==> config.mk <==
export PLATFORM = sky130hd
export DESIGN_NAME = alu_op_sequencer
export DESIGN_NICKNAME = d
export VERILOG_FILES = /design/src/rtl/alu_op_sequencer.sv
export SDC_FILE = /design/constraint.sdc
export NUM_CORES = 1
export LEC_CHECK = 0
export CAP_MARGIN = 10
export CORE_AREA = 2 2 82 84
export DETAILED_ROUTE_END_ITERATION = 10
export DIE_AREA = 0 0 84 86
export DONT_BUFFER_PORTS = 1
export PLACE_DENSITY_LB_ADDON = 0.12
export RECOVER_POWER = 100
export SYNTH_ARGS = -nofsm -noshare
export SYNTH_HDL_FRONTEND = slang
export SYNTH_SLANG_ARGS = --single-unit
==> constraint.sdc <==
create_clock -name clk -period 2.8 [get_ports clk]
set_input_delay 0.56 -clock clk [delete_from_list [all_inputs] [get_ports clk]]
set_output_delay 0.56 -clock clk [all_outputs]
set_load 0.05 [all_outputs]
==> src/rtl/alu_op_sequencer.sv <==
// Sequencing controller for the shared R0 arithmetic multiplexer.
// Latches one request, drives the mux, and waits for a trustworthy completion or a timeout.
module alu_op_sequencer #(
  parameter int SETTLE_CYCLES  = 1,
  parameter int TIMEOUT_CYCLES = 32
) (
  input  logic       clk,
  input  logic       rst,
  input  logic       req_valid,
  output logic       req_ready,
  input  logic [1:0] req_op,
  input  logic [7:0] req_a,
  input  logic [7:0] req_b,
  output logic       alu_en,
  output logic [1:0] alu_state,
  output logic [7:0] alu_value1,
  output logic [7:0] alu_value2,
  input  logic [7:0] alu_out1,
  input  logic [7:0] alu_out2,
  input  logic       alu_ready,
  output logic [7:0] r0_data,
  output logic [7:0] r1_data,
  output logic       result_valid,
  output logic       busy,
  output logic       timeout_err,
  output logic       zero
);

  typedef enum logic [1:0] {S_IDLE, S_WAIT, S_DONE} state_t;

  localparam logic [1:0] OP_ADD = 2'd0;
  localparam logic [1:0] OP_SUB = 2'd1;
  localparam logic [1:0] OP_MUL = 2'd2;
  localparam logic [1:0] OP_NEG = 2'd3;

  localparam logic [7:0] SETTLE = 8'(SETTLE_CYCLES);
  localparam logic [7:0] TLAST  = 8'(TIMEOUT_CYCLES - 1);

  state_t     state;
  logic [7:0] wcnt;
  logic       armed;
  logic       armed_now;
  logic       settled;
  logic       finish;

  // A multiply only trusts ready after having seen it low during this operation,
  // since the mux leaves ready high from the previous multiply.
  always_comb begin
    armed_now = armed | ~alu_ready;
    settled   = (wcnt >= SETTLE);
    finish    = 1'b0;
    if (settled) begin
      case (alu_state)
        OP_ADD, OP_SUB: finish = alu_ready;
        OP_MUL:         finish = armed_now & alu_ready;
        OP_NEG:         finish = 1'b1;
        default:        finish = 1'b0;
      endcase
    end
  end

  always_ff @(posedge clk) begin
    if (rst) begin
      state        <= S_IDLE;
      req_ready    <= 1'b1;
      alu_en       <= 1'b0;
      alu_state    <= 2'd0;
      alu_value1   <= 8'd0;
      alu_value2   <= 8'd0;
      r0_data      <= 8'd0;
      r1_data      <= 8'd0;
      result_valid <= 1'b0;
      busy         <= 1'b0;
      timeout_err  <= 1'b0;
      zero         <= 1'b1;
      wcnt         <= 8'd0;
      armed        <= 1'b0;
    end else begin
      case (state)
        S_IDLE: begin
          if (req_valid) begin
            alu_state   <= req_op;
            alu_value1  <= req_a;
            alu_value2  <= req_b;
            wcnt        <= 8'd0;
            armed       <= 1'b0;
            timeout_err <= 1'b0;
            req_ready   <= 1'b0;
            busy        <= 1'b1;
            alu_en      <= 1'b1;
            state       <= S_WAIT;
          end
        end
        S_WAIT: begin
          // Completion takes priority over the timeout on the same edge.
          if (finish) begin
            r0_data      <= alu_out1;
            if (alu_state == OP_MUL) begin
              r1_data <= alu_out2;
              zero    <= (alu_out1 == 8'd0) && (alu_out2 == 8'd0);
            end else begin
              zero    <= (alu_out1 == 8'd0);
            end
            alu_en       <= 1'b0;
            result_valid <= 1'b1;
            state        <= S_DONE;
          end else if (wcnt == TLAST) begin
            timeout_err  <= 1'b1;
            alu_en       <= 1'b0;
            result_valid <= 1'b1;
            state        <= S_DONE;
          end else begin
            wcnt  <= wcnt + 8'd1;
            armed <= armed_now;
          end
        end
        S_DONE: begin
          result_valid <= 1'b0;
          busy         <= 1'b0;
          req_ready    <= 1'b1;
          state        <= S_IDLE;
        end
        default: begin
          state        <= S_IDLE;
          req_ready    <= 1'b1;
          alu_en       <= 1'b0;
          result_valid <= 1'b0;
          busy         <= 1'b0;
        end
      endcase
    end
  end

endmodule

==> run summary, run 1 <==
The run finished with clean final reports. No sink is reached through more buffers than the 2 on the longest clock path. After routing, the total negative slack on setup checks comes to 0 ns.

The logs give 36 for the number of distinct library cells after synthesis and 0 for the number of warning messages in the yosys log. Using the TritonRoute via totals, the vias-per-cell ratio works out to 5.10. The number of H-tree branching levels is 2. TritonCTS sink count: 51. For this run, the register share of the synthesized area comes to 49.9%.

The standard cell with the maximum stage delay on the critical path is sky130_fd_sc_hd__or4b_1. The most common cell in the synthesized netlist is sky130_fd_sc_hd__dfxtp_1. The number of placement rows was 29; the count of filler cells inserted in the layout was 661. The growth of design area from synthesis to finish was 7.40%. The cell count after placement was 300. Ranked by instance count, the synthesized netlist is headed by sky130_fd_sc_hd__dfxtp_1 (51), sky130_fd_sc_hd__nand2_1 (42), sky130_fd_sc_hd__nor2_1 (28). Setup repair after global routing left no endpoint under its margin. The footprint of the multi-input gates was 967 um^2.

The slew at the pin with the worst max-slew slack was 1.02 ns. The final route contains 1,567 vias. After the first detailed-routing iteration, the DRC count stood at 104. Max-cap violations in this run came to 0.

The die is 84 um wide. The tools report the total met3 wirelength after detailed routing as 457 um. On the final layout, the worst clock skew is 0.00993 ns. In the routed design, unresolved DRC markers number 0.

The post-synthesis cell area is 2050 um^2, and the async set-or-reset flop fraction in the synthesized netlist is 0%. For the worst flop-to-flop path, the logic depth is 7. TritonCTS built the clock tree. Total of cells resized after clock tree synthesis: 0. The cell family contributing the most delay on the critical path is simple AND/OR/NAND/NOR gates.

The worst setup path is launched from a flip-flop. The tools report the first-pass GRT wire length as 7.49 mm. The share of Yosys cell area claimed by the top area cell type works out to 49.9%.

The share of final-layout standard cells stronger than drive strength 1 came out at 5.22%. Each instance of the synthesized netlist takes up on average 8.86 um^2. Wires add up to 4.59 mm. The run gives 0 as the number of pins exceeding their max-slew limit in the final report. After synthesis the netlist holds a flip-flop and latch count of 51. Pin count of the biggest net entering global routing: 47. The detailed-route wire length per cell was 15.0 um; the initial antenna violation count was 0. The highest fanout seen on the critical path was 11; the area occupied by registers was 1020 um^2. After legalization and detailed placement, the total HPWL measured 3.24 mm. The leakage power summed over all cells was 0.751 nW. The critical path buffer and inverter count is 1.

The worst-case IR drop observed on VDD is 0.271 mV. The synthesized design contains 0 enable-type register cells. Measured against its own limit, the worst slew margin works out to 31.8%. The clock latency reported for the late side of the worst-skew pair was 0.31 ns.

Core box area: 6280 um^2. The first detailed-routing pass ran for 4 iterations. Traced cell by cell, the critical path runs through inv_1 -> ha_1 -> or4b_1 -> nor3b_4 -> o21ai_2 -> or4_1 -> nand2_1. After detailed routing, the met2 layer carries 2.02 mm of wire.

The path class of the tightest hold or removal check is in2reg. Counting every instance in the synthesized netlist gives 231. The final hold violation count was 0; the maximum clock frequency was 0.406 GHz. By area the synthesized netlist is led by sky130_fd_sc_hd__dfxtp_1 (50%), sky130_fd_sc_hd__mux2i_1 (7.8%), sky130_fd_sc_hd__nand2_1 (7.7%), sky130_fd_sc_hd__a21oi_1 (6.1%), sky130_fd_sc_hd__nor2_1 (5.1%). The number of antenna diodes in the final layout is 0. Once the floorplan was initialized, standard cells occupied 32.6% of the core. The sum of overflow across all layers after global routing was 0. By startpoint and endpoint, the worst setup path is classified as reg2reg.

Input and output buffers added on the ports amount to 0. The die covers 7220 um^2. The vertical die dimension was 86 um; the total power draw was 1.45 mW. The number of gates on the worst path with buffers counted works out to 7. Summed over all instances, the cell type with the most area after synthesis is sky130_fd_sc_hd__dfxtp_1. Data on the critical path is required at its endpoint by 3.06 ns. On the final layout, the worst hold slack is 0.310 ns. The buffer type at the clock tree root was sky130_fd_sc_hd__clkbuf_8. The number of stages on the worst hold path is 1, and the via count of the first global-routing pass is 1,511. The detail route stage leaves a number of antenna-violating nets equal to 0. The logs give 0 for the hold buffer count at cts and 0 for the buffers inserted during post-CTS setup optimization.

STA classifies the critical path endpoint as a flip-flop. Of the available clock period, the critical path in the final layout requires 88.0%. After clock tree synthesis, the clock-pin slew on the worst setup and hold paths is 0.09 ns. In this run the power density over the cells is 657 nW/um^2. In the final routing, the length of wire on met1 measures 2.06 mm.

The total CTS buffers is 5. For this run, the slowest stage of the critical path takes 0.54 ns. 78 I/O pins were placed. The number of nets in the synthesized netlist is 272. Data on the critical path arrives at its endpoint at 2.72 ns.

The finished layout holds 307 standard cells, fillers aside. Setup violations remaining at the end of the flow were counted as 0. The final RePlAce weighted congestion was 0.812. In this run the top signal layer used is met4. The run gives 271 as the post-layout net count. Across every metal layer, demand over resource in global routing totals 13.0%. Minimum clock period: 2.47 ns. For this run, the leading register cell type out of synthesis is sky130_fd_sc_hd__dfxtp_1.
[cells by family after synthesis]
logic type	count (synthesis)	synth area share (%)
simple gates	101	23.5
mux	16	7.82
xor+xnor	3	1.28
buf+inv	14	2.93
fa+ha+maj	3	1.83
flops	51	49.9
compound gates	43	12.8
[report_power, final]
group / switching (mW) / internal, mW
clock: 0.243 / 0.199
sequential: 0.114 / 0.758
combinational: 0.0884 / 0.0434
total: 0.445 / 1.00
[metal layers]
metal	vias to the layer above	GRT usage, %
met1	708	16.4
met4	0	4.69
li1	789	-
met5	-	0
met2	65	19.7
met3	5	5.77
[flip-flops by register name (all words and copies together) (netlist names)]
register and cells:
alu_value1 8, alu_value2 8, r0_data 8, r1_data 8, wcnt 8, alu_state 2, state 2, alu_en 1
armed 1, busy 1, req_ready 1, result_valid 1, timeout_err 1, zero 1
[path summary, 6_finish.rpt]
| check | startpoint | to | slack, ns |
|---|---|---|---|
| worst max-delay path | wcnt[1]$_SDFFE_PP0P_ | wcnt[3]$_SDFFE_PP0P_ | 0.33 |
| worst min-delay path | rst | r0_data[1]$_SDFFE_PP0P_ | 0.31 |
| worst max register to register | wcnt[1]$_SDFFE_PP0P_ | wcnt[3]$_SDFFE_PP0P_ | 0.33 |
| worst min register to register | armed$_SDFFE_PP0P_ | armed$_SDFFE_PP0P_ | 0.47 |
[worst reg2reg max path, stage by stage (launching register included)]
cell and delay (ns):
sky130_fd_sc_hd__dfxtp_1 0.40, sky130_fd_sc_hd__inv_1 0.08, sky130_fd_sc_hd__ha_1 0.18, sky130_fd_sc_hd__or4b_1 0.54
sky130_fd_sc_hd__nor3b_4 0.38, sky130_fd_sc_hd__o21ai_2 0.22, sky130_fd_sc_hd__or4_1 0.54, sky130_fd_sc_hd__nand2_1 0.08
[cell usage in the layout, fill, tap and decap left out, types with 2 or more instances in the layout]
cell type	instances
sky130_fd_sc_hd__o21a_1	3
sky130_fd_sc_hd__o211ai_1	4
sky130_fd_sc_hd__a21oi_1	25
sky130_fd_sc_hd__dfxtp_1	51
sky130_fd_sc_hd__nor2b_1	2
sky130_fd_sc_hd__o2111ai_1	2
sky130_fd_sc_hd__nand2_1	42
sky130_fd_sc_hd__o21ai_0	3
sky130_fd_sc_hd__xor2_1	3
sky130_fd_sc_hd__ha_1	3
sky130_fd_sc_hd__nand3_1	5
sky130_fd_sc_hd__nor3_2	2
sky130_fd_sc_hd__nor3_1	2
sky130_fd_sc_hd__mux2i_1	16
sky130_fd_sc_hd__inv_1	2
sky130_fd_sc_hd__nor4_1	2
sky130_fd_sc_hd__clkbuf_1	4
sky130_fd_sc_hd__clkbuf_8	6
sky130_fd_sc_hd__nand2b_1	6
sky130_fd_sc_hd__nor2_1	28
sky130_fd_sc_hd__or4_1	4
[stage by stage]
stage                     worst slack [ns]  util, %  instance area [um^2]
after global routing                 0.171     35.0                  2200
final                                0.335     35.0                  2200
after floorplan                      0.605        -                  2050
after global placement               0.469     33.9                  2130
after detailed placement             0.410     33.9                  2130
after CTS                            0.385     35.3                  2220
[cell type report]
type                            count  share of cell area [%]
Tap cell                           77                    4.38
Inverter                            2                   0.341
Multi-Input combinational cell    166                    44.0
Timing Repair Buffer                4                   0.683
Clock inverter                      1                   0.398
Clock buffer                        6                    3.76
Sequential cell                    51                    46.4
Note: power is estimated with default switching activity, not from simulation.
==> inputs of run 2 (changes only) <==
--- a/config.mk
+++ b/config.mk
@@ -6,9 +6,10 @@
 export NUM_CORES = 1
 export LEC_CHECK = 0
 export CAP_MARGIN = 10
-export CORE_AREA = 2 2 82 84
+export CORE_AREA = 2 2 67 69
+export CTS_BUF_LIST = sky130_fd_sc_hd__clkbuf_4
 export DETAILED_ROUTE_END_ITERATION = 10
-export DIE_AREA = 0 0 84 86
+export DIE_AREA = 0 0 69 71
 export DONT_BUFFER_PORTS = 1
 export PLACE_DENSITY_LB_ADDON = 0.12
 export RECOVER_POWER = 100
==> run 2 against run 1 <==
  * Core utilization grew 15 points
  * Sequential share of layout area grew 1.8 points
  * Flip-flop and latch count unchanged
  * Power fell by 9.9%
  * Global-route usage rose by 4.0 points
==> run summary, run 2 (synthesis gave the netlist of run 1 again) <==
The final hold violation count came out at 0. The setup check on the worst reg-to-reg path leaves a slack of 0.36 ns. Setup repair after global routing left no endpoint under its margin.

Share of the clock period used by the worst path after layout: 87.3%. Port buffering added 0 buffers. Leaving out fill and tap cells, the most frequent cells in the layout are sky130_fd_sc_hd__dfxtp_1 (51), sky130_fd_sc_hd__nand2_1 (42), sky130_fd_sc_hd__nor2_1 (28), sky130_fd_sc_hd__a21oi_1 (25), sky130_fd_sc_hd__mux2i_1 (16).

After detailed routing, the number of vias per cell comes to 5.64. Clock-pin slew was measured on the worst setup and hold paths at 0.14 ns. Relative to the synthesized area, the layout overhead comes to 3.42%. The tools report the largest voltage drop on the vdd net as 0.315 mV. The logs give 0 for the buffers inserted during post-CTS setup optimization and 0.409 GHz for the maximum clock frequency. In this run the static leakage power is 0.725 nW.

The end-of-flow core utilization was 50.4%; the count of cells along the worst register-to-register path was 7. The most common library cell in the layout ignoring fill and taps was sky130_fd_sc_hd__dfxtp_1. Pin count of the biggest net entering global routing: 47. Before CTS, the worst setup slack after placement is 0.449 ns. Sum of overflow across all layers after global routing: 0.

0 antenna diodes ended up in the layout. The count of nets left with antenna violations once routing finished came out at 0. The first routing iteration left 37 violations.

Dividing total power by cell area gives a power density of 615 nW/um^2. The number of setup violations in the final report was 0; the share of final-layout standard cells stronger than drive strength 1 was 4.82%. End of the worst hold path: alu_value2[0]$_SDFFE_PP0P_. The highest fanout seen on the critical path came out at 11. The tools report the buffer type at the clock tree root as sky130_fd_sc_hd__clkbuf_4.

Source of the worst hold timing path: rst. The tools report the nature of the critical path endpoint as a flip-flop. Once the clock tree was built, the resizer swapped 0 gates to a different size. The via count of the first global-routing pass came out at 1,559.

At the later pin of the worst-skew pair, clock insertion delay measures 0.36 ns. The tightest hold path in the finished design has a slack of 0.247 ns. Arrival time at the worst endpoint: 2.76 ns. The tools report the nature of the critical path startpoint as a flip-flop. The logs give 2 for the number of H-tree branching levels and 2 for the number of buffers on the longest clock path.

The number of placement rows was 24. In this run the critical register-to-register path is captured at wcnt[3]$_SDFFE_PP0P_. Path class of the lowest-slack min-delay path: in2reg. TritonCTS built the clock tree. For this design, the sink count on the clock tree is 51. The routed layout has 1,579 vias. The final routed DRC violation total was 0.

The vertical die dimension came out at 71 um. At the worst endpoint, the required time is 3.12 ns. The tools report the hold buffer count at cts as 0.

The logs give 0 for the number of pins exceeding their max-slew limit in the final report and 6.78 mm for the first-pass GRT wire length. The first detailed-routing pass took 4 iterations. The slew at the pin with the worst max-slew slack is 1.00 ns, and the area of the die is 4900 um^2. After floorplanning, the core was sized to cover 4200 um^2. Clock skew on the completed layout was measured at 0.0102 ns. TritonCTS created 5 clock buffers. In the final design database the tool counted 270 nets. Adding up every negative setup slack in the final design gives 0 ns. After detailed routing, the average wire length per cell comes to 14.9 um. The tools report the initial antenna violation count as 0.

The worst path in the final design needs a cycle of 2.44 ns, including I/O delays and setup. The initial utilization of the core area, before any placement, comes to 48.7%. Final RePlAce weighted congestion: 0.800. The routed design has 4.19 mm of wire. The tools report the headroom to the max-slew limit as 32.8%.

Boundary pin count: 78. The number of stages on the worst hold path works out to 1. The logs give 1.30 mW for the total power draw and 17.0% for the aggregate global-route resource usage. The worst setup path is of the reg2reg kind. The wire-length estimate of the detail-placed layout is 3.01 mm. From left edge to right edge, the die measures 69 um.

Minimum setup slack in the final design: 0.357 ns. The run finished with clean final reports. In this run the critical register-to-register path is launched from wcnt[1]$_SDFFE_PP0P_.

Max-capacitance violation count: 0.
## run 2: cell count changes in the layout (fill, tap and decap cells not counted), sizes merged
cell / delta
clkbuf: -2
inv: -1
clkinvlp: +1
## run 2: per-layer routing
layer | track usage, % | part of all wire [%] | vias up
li1 | - | - | 787
met1 | 19.5 | 44 | 721
met2 | 29.1 | 47 | 60
met3 | 5.84 | 6.5 | 11
met4 | 7.19 | 2.4 | 0
met5 | 0 | 0 | -
## run 2: worst max-delay path by stage
stage,end,slack [ns],from,depth (start not counted)
after floorplan,wcnt[4]$_SDFFE_PP0P_,0.61,wcnt[1]$_SDFFE_PP0P_,8
after global placement,wcnt[3]$_SDFFE_PP0P_,0.53,wcnt[1]$_SDFFE_PP0P_,7
after detailed placement,wcnt[3]$_SDFFE_PP0P_,0.45,wcnt[1]$_SDFFE_PP0P_,7
after CTS,wcnt[3]$_SDFFE_PP0P_,0.42,wcnt[1]$_SDFFE_PP0P_,7
after global routing,wcnt[3]$_SDFFE_PP0P_,0.14,wcnt[1]$_SDFFE_PP0P_,7
final,wcnt[3]$_SDFFE_PP0P_,0.36,wcnt[1]$_SDFFE_PP0P_,7
## run 2: final cells by class
class | count | area [um^2]
Clock inverter | 1 | 7.51
Sequential cell | 51 | 1020
Tap cell | 52 | 65.1
Timing Repair Buffer | 3 | 11.3
Multi-Input combinational cell | 166 | 967
Inverter | 2 | 7.51
Fill cell | 404 | 2090
Clock buffer | 5 | 37.5
## run 2: where the power goes
part           total [mW]  internal, mW  switching [mW]
registers           0.876         0.758           0.118
clock network       0.303        0.0888           0.214
logic               0.123        0.0428          0.0806
## run 2: through the flow
step                      cell area (um^2)  std cells
after global routing                  2120        280
final                                 2120        280
after global placement                2090        274
after detailed placement              2090        274
after CTS                             2130        280
after floorplan                       2050        231
## run 2: critical path, cell delays in order (launching register included)
cell                      delay, ns
sky130_fd_sc_hd__dfxtp_1       0.42
sky130_fd_sc_hd__inv_1         0.08
sky130_fd_sc_hd__ha_1          0.18
sky130_fd_sc_hd__or4b_1        0.54
sky130_fd_sc_hd__nor3b_4       0.38
sky130_fd_sc_hd__o21ai_2       0.20
sky130_fd_sc_hd__or4_1         0.53
sky130_fd_sc_hd__nand2_1       0.07
==> inputs of run 3 (changes only) <==
--- a/config.mk
+++ b/config.mk
@@ -11,7 +11,7 @@
 export DETAILED_ROUTE_END_ITERATION = 10
 export DIE_AREA = 0 0 69 71
 export DONT_BUFFER_PORTS = 1
-export PLACE_DENSITY_LB_ADDON = 0.12
+export PLACE_DENSITY_LB_ADDON = 0.2
 export RECOVER_POWER = 100
 export SYNTH_ARGS = -nofsm -noshare
 export SYNTH_HDL_FRONTEND = slang
==> run 3 against run 2 <==
  * Non-clock buffer count grew 1
  * Die area stayed put
  * Cell area up 1.8%
  * Worst setup slack lost 0.0085 ns
  * Power grew 8.7%
  * Critical endpoint unchanged
==> run summary, run 3 (synthesis gave the netlist of run 1 again) <==
Once the clock tree was built, the setup fixing pass inserted 0 buffers. The count of filler cells inserted in the layout is 428, and the number of setup violations in the final report is 0. The nature of the critical path startpoint was a flip-flop. The highest fanout seen on the critical path is 11. The cell sitting at the root of the clock tree is a sky130_fd_sc_hd__clkbuf_4. For the final routed database, the setup TNS stands at 0 ns.

Number of placement rows: 24. Setup repair after global routing left no endpoint under its margin. TritonCTS built the clock tree.

The run gives 36.2% as the headroom to the max-slew limit. The share of final-layout standard cells stronger than drive strength 1 was 5.65%; the clock latency reported for the late side of the worst-skew pair was 0.35 ns. In this run the deepest clock path goes through 2 buffers. The path class of the lowest-slack min-delay path is in2reg. The tools report the initial antenna violation count as 0.

The critical path class is reg2reg. The minimum clock period was 2.45 ns; the final routed DRC violation total was 0. The hold buffer count at cts is 0. The run finished with clean final reports. Leaving out fill and tap cells, the most frequent cell in the layout is sky130_fd_sc_hd__dfxtp_1.

The logs give 17.0% for the aggregate global-route resource usage and 0.408 GHz for the maximum clock frequency. For the final setup skew, the log shows 0.00400 ns. Via count of the first global-routing pass: 1,473. For this block, the initial DRC count from the detailed router was 56. The logs give 0.310 mV for the largest voltage drop on the vdd net and 78 for the boundary pin count. The routed via count divided by cell count was 5.45; the antenna violation net count after detailed routing was 0.

The number of antenna diodes in the final layout is 0. The design draws 1.42 mW. The logs give 0.782 for the final RePlAce weighted congestion and 48.7% for the starting utilization of the core area. The worst endpoint required time was 3.11 ns; the count of input and output buffers was 0.

The die covers 4900 um^2. Once the clock tree was built, the resizer swapped 0 gates to a different size. The arrival time at the worst endpoint was 2.77 ns; the clock slew at the register clock pins of the worst setup and hold paths was 0.14 ns. The sum of overflow across all layers after global routing was 0. At the pin with the least slew margin, the transition time is 0.952 ns.

Summed over all cells, the static leakage comes to 0.749 nW. For this block, the routed nets add up to 4.16 mm of wire. The top cell types in the final layout, fill and taps aside, are sky130_fd_sc_hd__dfxtp_1 (51), sky130_fd_sc_hd__nand2_1 (42), sky130_fd_sc_hd__nor2_1 (28), sky130_fd_sc_hd__a21oi_1 (25), sky130_fd_sc_hd__mux2i_1 (16). The end-of-flow core utilization was 51.2%.

The max-capacitance violation count was 0. STA classifies the critical path endpoint as a flip-flop. The tools report the final hold violation count as 0. For the detailed-route via count, the log shows 1,537. The x dimension of the die is 69 um, and the share of the clock period used by the worst path after layout is 87.6%.

Relative to the synthesized area, the layout overhead comes to 5.26%. The detailed-route wire length per cell is 14.8 um. The half-perimeter wire length after placement is 2.94 mm. The first-pass GRT wire length is 6.80 mm. Counting the buffers created by CTS gives 5. The cell area power density is 657 nW/um^2, and the TritonCTS sink count is 51. For the post-layout net count, the log shows 271. The pre-antenna-repair detailed-routing pass consisted of 4 iterations. The number of pins exceeding their max-slew limit in the final report was 0. For the core box area, the log shows 4200 um^2. Entering global routing, the biggest net connects 47 pins. The H-tree was split into 2 levels. The vertical die dimension works out to 71 um.
==> run 3: worst paths after layout <==
check | from | end | slack, ns | cells past startpoint
setup / recovery | wcnt[1]$_SDFFE_PP0P_ | wcnt[3]$_SDFFE_PP0P_ | 0.35 | 7
hold / removal | rst | wcnt[1]$_SDFFE_PP0P_ | 0.25 | 1
setup reg to reg | wcnt[1]$_SDFFE_PP0P_ | wcnt[3]$_SDFFE_PP0P_ | 0.35 | 7
hold reg to reg | armed$_SDFFE_PP0P_ | armed$_SDFFE_PP0P_ | 0.47 | 1
==> run 3: metrics by stage <==
step	hold slack (ns)	area, um^2	std cells	setup WS [ns]
3_3_place_gp	0.442	2090	275	0.497
2_1_floorplan	0.432	2050	231	0.605
5_1_grt	0.219	2150	282	0.226
4_1_cts	0.234	2170	282	0.401
3_5_place_dp	0.447	2090	275	0.421
6_report	0.250	2150	282	0.348
==> run 3: power by group <==
part           switching, mW  internal (mW)
clock network          0.218          0.194
logic                 0.0869         0.0444
registers              0.114          0.758
==> run 3: metal layers <==
metal / up-vias / global-route usage, % / routed length, um
li1: 788 / - / -
met1: 694 / 21.7 / 1920
met2: 49 / 26.5 / 1860
met3: 6 / 7.12 / 334
met4: 0 / 5.23 / 51
met5: - / 0 / 0
==> run 3: area by class of cell <==
| cell class | instances | area [um^2] | area share, % |
|---|---|---|---|
| clock buffer | 6 | 45.0 | 2.09 |
| inverter | 2 | 7.51 | 0.348 |
| sequential | 51 | 1020 | 47.4 |
| multi-input combinational | 166 | 967 | 44.9 |
| timing repair buffer | 4 | 18.8 | 0.871 |
| tap | 52 | 65.1 | 3.02 |
| clock inverter | 1 | 30.0 | 1.39 |
==> run 3: worst max-delay path, cell delays in order, from the launching register on <==
cell and delay [ns]:
sky130_fd_sc_hd__dfxtp_1 0.42, sky130_fd_sc_hd__inv_1 0.08, sky130_fd_sc_hd__ha_1 0.17, sky130_fd_sc_hd__or4b_1 0.54, sky130_fd_sc_hd__nor3b_4 0.39, sky130_fd_sc_hd__o21ai_2 0.20, sky130_fd_sc_hd__or4_1 0.53, sky130_fd_sc_hd__nand2_1 0.07
